--- src/rtl/lfsr_burst_ctrl.sv ---
// Burst controller sitting downstream of a Galois LFSR: loads the seed,
// streams len pseudo-random words on a valid/ready port and keeps a running
// XOR checksum and beat count of the accepted words.
//
// state  | meaning
// -------+---------------------------------------------------------------
// IDLE   | waiting for i_start; outputs hold last burst's count/checksum
// LOAD   | one-cycle load strobe pushes the latched seed into the LFSR
// PRIME  | LFSR now holds the seed; capture it as first beat, advance LFSR
// STREAM | presenting beats; each transfer captures the next LFSR state
// DONE   | one-cycle done pulse, busy already low
module lfsr_burst_ctrl #(
    parameter int N     = 8,
    parameter int LEN_W = 16
) (
    input  logic             i_clk,
    input  logic             i_rst,
    input  logic             i_start,
    input  logic [N-1:0]     i_seed,
    input  logic [LEN_W-1:0] i_len,
    output logic             o_lfsr_load,
    output logic [N-1:0]     o_lfsr_seed,
    output logic             o_lfsr_count_en,
    input  logic [N-1:0]     i_lfsr,
    output logic [N-1:0]     o_data,
    output logic             o_valid,
    input  logic             i_ready,
    output logic             o_busy,
    output logic             o_done,
    output logic [LEN_W-1:0] o_count,
    output logic [N-1:0]     o_xsum
);

    typedef enum logic [2:0] {
        S_IDLE,
        S_LOAD,
        S_PRIME,
        S_STREAM,
        S_DONE
    } state_t;

    state_t           state_q;
    state_t           state_d;
    logic [LEN_W-1:0] len_q;
    logic             xfer;
    logic             last_beat;

    assign xfer      = o_valid && i_ready;
    // len_q is never 0 while streaming, so len_q-1 cannot underflow here
    assign last_beat = (o_count == (len_q - LEN_W'(1)));

    // Next-state and strobe decode; LFSR advances only in PRIME or on a non-final transfer
    always_comb begin
        state_d         = state_q;
        o_lfsr_load     = 1'b0;
        o_lfsr_count_en = 1'b0;
        o_busy          = 1'b0;
        o_done          = 1'b0;
        case (state_q)
            S_IDLE: begin
                if (i_start) begin
                    state_d = (i_len != '0) ? S_LOAD : S_DONE;
                end
            end
            S_LOAD: begin
                o_busy      = 1'b1;
                o_lfsr_load = 1'b1;
                state_d     = S_PRIME;
            end
            S_PRIME: begin
                o_busy          = 1'b1;
                o_lfsr_count_en = 1'b1;
                state_d         = S_STREAM;
            end
            S_STREAM: begin
                o_busy = 1'b1;
                if (xfer) begin
                    if (last_beat) begin
                        state_d = S_DONE;
                    end else begin
                        o_lfsr_count_en = 1'b1;
                    end
                end
            end
            S_DONE: begin
                o_done  = 1'b1;
                state_d = S_IDLE;
            end
            default: state_d = S_IDLE;
        endcase
    end

    // State register plus datapath: seed/len latch, stream register, count and checksum
    always_ff @(posedge i_clk) begin
        if (i_rst) begin
            state_q     <= S_IDLE;
            len_q       <= '0;
            o_lfsr_seed <= '0;
            o_data      <= '0;
            o_valid     <= 1'b0;
            o_count     <= '0;
            o_xsum      <= '0;
        end else begin
            state_q <= state_d;
            case (state_q)
                S_IDLE: begin
                    if (i_start) begin
                        o_count <= '0;
                        o_xsum  <= '0;
                        if (i_len != '0) begin
                            o_lfsr_seed <= i_seed;
                            len_q       <= i_len;
                        end
                    end
                end
                S_PRIME: begin
                    o_data  <= i_lfsr;
                    o_valid <= 1'b1;
                end
                S_STREAM: begin
                    if (xfer) begin
                        o_xsum  <= o_xsum ^ o_data;
                        o_count <= o_count + LEN_W'(1);
                        if (last_beat) begin
                            o_valid <= 1'b0;
                        end else begin
                            o_data <= i_lfsr;
                        end
                    end
                end
                default: ;
            endcase
        end
    end

endmodule

--- config.mk ---
export PLATFORM = sky130hd
export DESIGN_NAME = lfsr_burst_ctrl
export DESIGN_NICKNAME = d
export VERILOG_FILES = /design/src/rtl/lfsr_burst_ctrl.sv
export SDC_FILE = /design/constraint.sdc
export NUM_CORES = 1
export LEC_CHECK = 0
export CAP_MARGIN = 25
export CORE_MARGIN = 2
export CORE_UTILIZATION = 30
export DETAILED_ROUTE_END_ITERATION = 8
export SLEW_MARGIN = 20
export SYNTH_ARGS = -nofsm -noshare
export SYNTH_HDL_FRONTEND = slang
export SYNTH_SLANG_ARGS = --single-unit
--- constraint.sdc ---
create_clock -name i_clk -period 4.45 [get_ports i_clk]
set_input_delay 0.445 -clock i_clk [delete_from_list [all_inputs] [get_ports i_clk]]
set_output_delay 0.445 -clock i_clk [all_outputs]
set_load 0.02 [all_outputs]
==> results by group, run 1 <==
Yosys
  • Post-synth ARST share: 0
  • Seq/Total Area, Yosys: 0.386
  • EDFF count, synth: 0
  • Count leader, synth: nor2_1
  • Cells after Synth: 354
  • Synth warn: 0
  • Largest cells by area after synthesis: dfxtp_1 39%, mux2i_1 11%, nor2_1 7.4%, xnor2_1 5.9%, xor2_1 5.6%
  • Proportion of netlist area held by the largest area contributor: 0.386
  • Largest area contributor in the netlist: dfxtp_1
  • Syn Nets: 392
  • Synth unique cells: 49
  • Cell Area, Synth: 3110 µm²
  • Commonest cells post-synth: 61 x nor2_1, 60 x dfxtp_1, 33 x mux2i_1, 21 x xnor2_1
  • Synthesized area per cell: 8.78 µm²
  • Ys flop type: dfxtp_1
  • Flops & latches, synth: 60

STA
  • Fin. Hold Viols: 0
  • Relative slew slack: 0.479
  • Clock Skew: 0.00583 ns
  • Slew Limit Fails: 0
  • Max Fclk: 0.238 GHz
  • Min Hold Slack: 0.494 ns
  • Measured slew at the worst slew-check pin: 0.779 ns
  • Final Cycle Share: 0.942
  • Setup tns final: 0 ns
  • Period minus WS final: 4.19 ns
  • Final setup vio count: 0
  • RSZ-0062 raised after global routing: no

Setup path
  • Reg2reg path depth: 8
  • Startpoint Class: flip-flop
  • CP max FO: 8
  • CP required: 4.01 ns
  • Worst setup EP type: primary output
  • Critical Path AT: 3.75 ns
  • Critical path class: flip-flop to primary output

Job
  • MaxCap Viol Count: 0

Layout
  • Antenna diode count: 0
  • Post-layout nets: 474
  • Layout cells sized above 1: 0.0682
  • Register area: 1200 µm²
  • Area growth from synthesis to layout: 36.8%
  • Area of the multi-input gates: 1800 µm²
  • Fillers: 1079

GRT
  • Total global routing overflow: 0
  • Global-route usage over all layers: 0.153
  • Global-route wire length before repair: 13.6 mm
  • Initial antenna violation count: 0
  • Via count of the first global-routing pass: 2691
  • Pin count of the biggest net entering global routing: 27

CTS
  • CTS tree: done
  • Clock latency on the worst-skew pair: 0.34 ns
  • Post-CTS setup buffer count: 0
  • Resize count post-CTS: 0
  • H-tree depth: 3
  • CTS Buffer Depth: 2
  • Worst-path clk slew: 0.07 ns
  • Hold-fix buffer count after cts: 0
  • Root Buffer: clkbuf_8
  • Clk sinks: 60
  • Total CTS buffers: 9

Floorplanning
  • IO Pins: 81
  • Die Wd: 106 µm
  • Starting Density: 0.305
  • # rows: 37
  • Die area: 11200 µm²
  • Die Ht: 106 µm
  • Core area: 10200 µm²

Route
  • DR DRC count: 0
  • Routed via count: 2781
  • Final wirelength: 8.17 mm
  • WL per Instance: 14.2 µm
  • Via density: 4.83
  • Post-DRT Antenna Nets: 0
  • TritonRoute pass-1 iters: 4
  • DR iter-0 viols: 109

Placement
  • HPWL Detailed: 6.11 mm
  • Placer Congestion: 0.852
  • IO buf count: 80

Min path
  • Type of the most critical hold path: flip-flop to flip-flop
  • Hold path depth: 2

Power and ir drop
  • Pwr Density: 320 nW/µm²
  • Leakage: 1.60 nW
  • Maximum vdd drop: 0.135 mV

Status
  • Outcome: complete, no violations
critical path, stage by stage (launching register included):
cell             delay (ns)
dfxtp_1                0.38
or4_4                  0.56
or4_4                  0.54
a2111oi_4              0.37
o22ai_1                0.11
or4_4                  0.56
o311a_1                0.34
clkdlybuf4s50_1        0.56
cells by family after synthesis:
group | count (synthesis) | synth area share
adder cells (fa/ha/maj) | 2 | 0.00805
AO/OA/AOI/OAI | 34 | 0.0874
flip-flops | 60 | 0.386
AND/OR/NAND/NOR | 160 | 0.262
multiplexers | 33 | 0.106
buffers and inverters | 24 | 0.0342
XOR/XNOR | 41 | 0.116
metrics by stage:
stage / instances / utilization / total power, mW / setup slack (ns) / instance area, µm²
after floorplan: 354 / - / 0.782 / 1.10 / 3110
after global placement: 561 / 0.399 / 0.887 / 0.617 / 4060
after detailed placement: 561 / 0.399 / 0.886 / 0.609 / 4060
after CTS: 576 / 0.417 / 1.37 / 0.233 / 4250
after global routing: 576 / 0.417 / 1.44 / 0.107 / 4250
final: 576 / 0.417 / 1.36 / 0.256 / 4250
layer usage:
layer  vias to the layer above  global-route usage  wire length [µm]
li1                       1394                   -                 -
met1                      1305               0.195              3730
met2                        70               0.248              3920
met3                        12              0.0396               341
met4                         0              0.0611               173
met5                         -                   0                 0
cells in the final DEF, fill, tap and decap left out, types with 2 or more instances in the layout:
cell type        instances
nor2_1                  61
nor4_1                  10
a21oi_1                  6
nand3_1                  7
nand4b_1                 3
inv_1                    7
and3_1                   4
a211o_1                  2
buf_4                    8
a2111o_1                 2
clkbuf_8                10
or4_1                    2
dfxtp_1                 60
nand2b_1                20
mux2i_1                 33
nand4_1                  9
o21ai_0                  4
clkinv_2                 3
a211oi_1                 2
o22ai_1                  2
or4_4                    3
clkdlybuf4s50_1         80
o2bb2ai_1                3
ha_1                     2
o31ai_1                  2
and2_1                   2
xnor2_1                 21
xor2_1                  20
nand2_1                 20
nor2b_1                  5
nor3_1                   7
power by group:
group          internal [mW]  switching (mW)
sequential             0.560          0.0273
clock                  0.268           0.219
combinational          0.145           0.142
total                  0.973           0.389
cell type report:
type | instances | area share
timing repair buffer | 88 | 0.203
clock inverter | 5 | 0.0124
multi-input combinational | 270 | 0.424
tap | 136 | 0.0400
clock buffer | 10 | 0.0324
inverter | 7 | 0.00618
sequential | 60 | 0.283
state kept, by name, summed over array words and instances, names as in the netlist:
name / flops
o_valid: 1
o_count: 16
o_lfsr_seed: 8
o_data: 8
len_q: 16
o_xsum: 8
state_q: 3
path summary, 6_finish.rpt:
| kind | slack [ns] | from | to |
|---|---|---|---|
| worst max-delay path | 0.26 | len_q[3]$_SDFFE_PP0P_ | o_lfsr_count_en |
| worst min register to register | 0.49 | o_lfsr_seed[6]$_SDFFE_PP0P_ | o_lfsr_seed[6]$_SDFFE_PP0P_ |
| worst min-delay path | 0.49 | o_lfsr_seed[6]$_SDFFE_PP0P_ | o_lfsr_seed[6]$_SDFFE_PP0P_ |
| worst max register to register | 1.16 | len_q[3]$_SDFFE_PP0P_ | o_data[7]$_SDFFE_PP0P_ |
Power figures use the tool's default switching activity.
==> inputs of run 2 (changes only) <==
--- a/config.mk
+++ b/config.mk
@@ -5,7 +5,6 @@
 export SDC_FILE = /design/constraint.sdc
 export NUM_CORES = 1
 export LEC_CHECK = 0
-export CAP_MARGIN = 25
 export CORE_MARGIN = 2
 export CORE_UTILIZATION = 30
 export DETAILED_ROUTE_END_ITERATION = 8
==> results of run 2 <==
Final layout, timing and power as in run 1 (identical DEF).
==> inputs of run 3 (changes only) <==
--- a/config.mk
+++ b/config.mk
@@ -5,7 +5,7 @@
 export SDC_FILE = /design/constraint.sdc
 export NUM_CORES = 1
 export LEC_CHECK = 0
-export CORE_MARGIN = 2
+export CORE_MARGIN = 3
 export CORE_UTILIZATION = 30
 export DETAILED_ROUTE_END_ITERATION = 8
 export SLEW_MARGIN = 20
==> run 3 against run 2 <==
  * Combinational power rose by 1%
  * Via count decreased by 1.1%
  * Critical endpoint unchanged
  * Largest cell class unchanged
  * Die area increased by 3.8%
  * Utilization rose by 1.2 points
  * Final cell count down 0.35%
  * Sequential power hardly changed
==> results by group, run 3 (same netlist as run 1, synthesis figures left out) <==
STA
  • Relative slew slack: 0.643
  • Final Cycle Share: 0.946
  • Measured slew at the worst slew-check pin: 0.531 ns
  • Max Fclk: 0.237 GHz
  • Final setup vio count: 0
  • Setup tns final: 0 ns
  • Slew Limit Fails: 0
  • Min Hold Slack: 0.491 ns
  • Clock Skew: 0.00924 ns
  • RSZ-0062 raised after global routing: no
  • Fin. Hold Viols: 0
  • Period minus WS final: 4.21 ns

Power and ir drop
  • Maximum vdd drop: 0.120 mV
  • Switching pwr: 0.403 mW
  • Sw Share: 0.295
  • Leakage: 1.59 nW
  • Clock power share: 0.359
  • Pwr Density: 322 nW/µm²
  • Cell Int Power: 0.966 mW
  • Logic gate share of total power: 0.212
  • Sequential power share: 0.429

Route
  • DR WL met2: 4.03 mm
  • WL per Instance: 14.7 µm
  • DR DRC count: 0
  • Met3 Wirelength: 346 µm
  • Top layer in use: met4
  • TritonRoute pass-1 iters: 4
  • Post-DRT Antenna Nets: 0
  • Final wirelength: 8.46 mm
  • Via density: 4.79
  • Met1 Wirelength: 3.96 mm
  • Routed via count: 2750
  • DR iter-0 viols: 143

Setup path
  • Startpoint Class: flip-flop
  • Critical Path AT: 3.77 ns
  • Top cell family by delay on the critical path: simple AND/OR/NAND/NOR gates
  • CP required: 4.01 ns
  • Flop2flop setup slack: 1.14 ns
  • Worst setup EP type: primary output
  • Critical path class: flip-flop to primary output
  • CP bufs+invs: 1
  • Crit-path most repeated cell: or4_4
  • Critical path's largest stage delay: 0.56 ns
  • Slowest CP cell: or4_4
  • Critical-path cell list: or4_4, or4_4, a2111oi_4, o22ai_1, or4_4, o311a_1, clkdlybuf4s50_1
  • CP max FO: 8

CTS
  • Clock latency on the worst-skew pair: 0.35 ns
  • CTS tree: done
  • Post-CTS setup buffer count: 0
  • Root Buffer: clkbuf_8
  • Total CTS buffers: 9
  • Worst-path clk slew: 0.07 ns
  • Hold-fix buffer count after cts: 0
  • CTS Buffer Depth: 2
  • H-tree depth: 3
  • Resize count post-CTS: 0
  • Clk sinks: 60

Layout
  • Layout cells sized above 1: 0.0658
  • Most frequent cells in the layout: 80 x clkdlybuf4s50_1, 61 x nor2_1, 60 x dfxtp_1, 33 x mux2i_1, 21 x xnor2_1
  • Biggest regs: len_q (16), o_count (16)
  • Area growth from synthesis to layout: 36.8%
  • Most common cell after layout, fill and taps aside: clkdlybuf4s50_1
  • Antenna diode count: 0
  • Post-layout nets: 474

GRT
  • Pin count of the biggest net entering global routing: 46
  • Global-route usage over all layers: 0.151
  • Total global routing overflow: 0
  • Initial antenna violation count: 0
  • Global-route wire length before repair: 13.8 mm
  • Via count of the first global-routing pass: 2711

Placement
  • IO buf count: 80
  • HPWL Detailed: 6.29 mm
  • Placer Congestion: 0.857

Floorplanning
  • Die area: 11600 µm²
  • IO Pins: 81
  • Die Ht: 108 µm
  • Starting Density: 0.314
  • # rows: 36
  • Die Wd: 108 µm
  • Core area: 9910 µm²

Min path
  • Type of the most critical hold path: flip-flop to flip-flop

Status
  • Outcome: complete, no violations

Job
  • MaxCap Viol Count: 0
[run 3: cell types whose count changed in the layout (fill, tap and decap cells not counted), sizes merged]
cell	delta
clkbuf	+1
clkinv	-1
clkinvlp	+1
[run 3: power by group through the flow]
stage / Combinational, mW / Clock (mW) / Sequential [mW]
after global routing: 0.320 / 0.534 / 0.591
after detailed placement: 0.290 / 0 / 0.600
after floorplan: 0.179 / 0 / 0.603
after CTS: 0.292 / 0.504 / 0.587
final: 0.291 / 0.491 / 0.587
after global placement: 0.289 / 0 / 0.598
[run 3: routing by layer]
metal  vias to the layer above  GRT usage
met5                         -          0
met4                         0     0.0541
met3                         9     0.0360
met2                        55      0.247
met1                      1292      0.194
li1                       1394          -
[run 3: through the flow]
stage / setup WS, ns / cells / total power [mW] / util / instance area (µm²)
5_1_grt: 0.121 / 574 / 1.44 / 0.429 / 4250
2_1_floorplan: 1.10 / 354 / 0.782 / - / 3110
6_report: 0.238 / 574 / 1.37 / 0.429 / 4250
3_5_place_dp: 0.601 / 558 / 0.890 / 0.409 / 4060
4_1_cts: 0.212 / 574 / 1.38 / 0.429 / 4250
3_3_place_gp: 0.628 / 558 / 0.887 / 0.409 / 4060
[run 3: area by class of cell]
type | instances | area (µm²)
multi-input combinational | 270 | 1800
clock buffer | 11 | 131
inverter | 7 | 26.3
tap | 133 | 166
sequential | 60 | 1200
timing repair buffer | 88 | 861
clock inverter | 5 | 62.6
fill | 1003 | 5660
[run 3: worst paths after layout]
| path | startpoint | cells after the start | to |
|---|---|---|---|
| setup / recovery | len_q[3]$_SDFFE_PP0P_ | 7 | o_lfsr_count_en |
| hold / removal | o_data[1]$_SDFFE_PP0P_ | 2 | o_data[1]$_SDFFE_PP0P_ |
| setup reg to reg | len_q[3]$_SDFFE_PP0P_ | 8 | o_data[2]$_SDFFE_PP0P_ |
| hold reg to reg | o_data[1]$_SDFFE_PP0P_ | 2 | o_data[1]$_SDFFE_PP0P_ |
[run 3: worst reg2reg max path: stages (launching register included)]
cell and delay (ns):
dfxtp_1 0.38, or4_4 0.56, or4_4 0.54, a2111oi_4 0.38
o22ai_1 0.12, or4_4 0.56, o311a_1 0.35, buf_4 0.20
mux2i_1 0.13
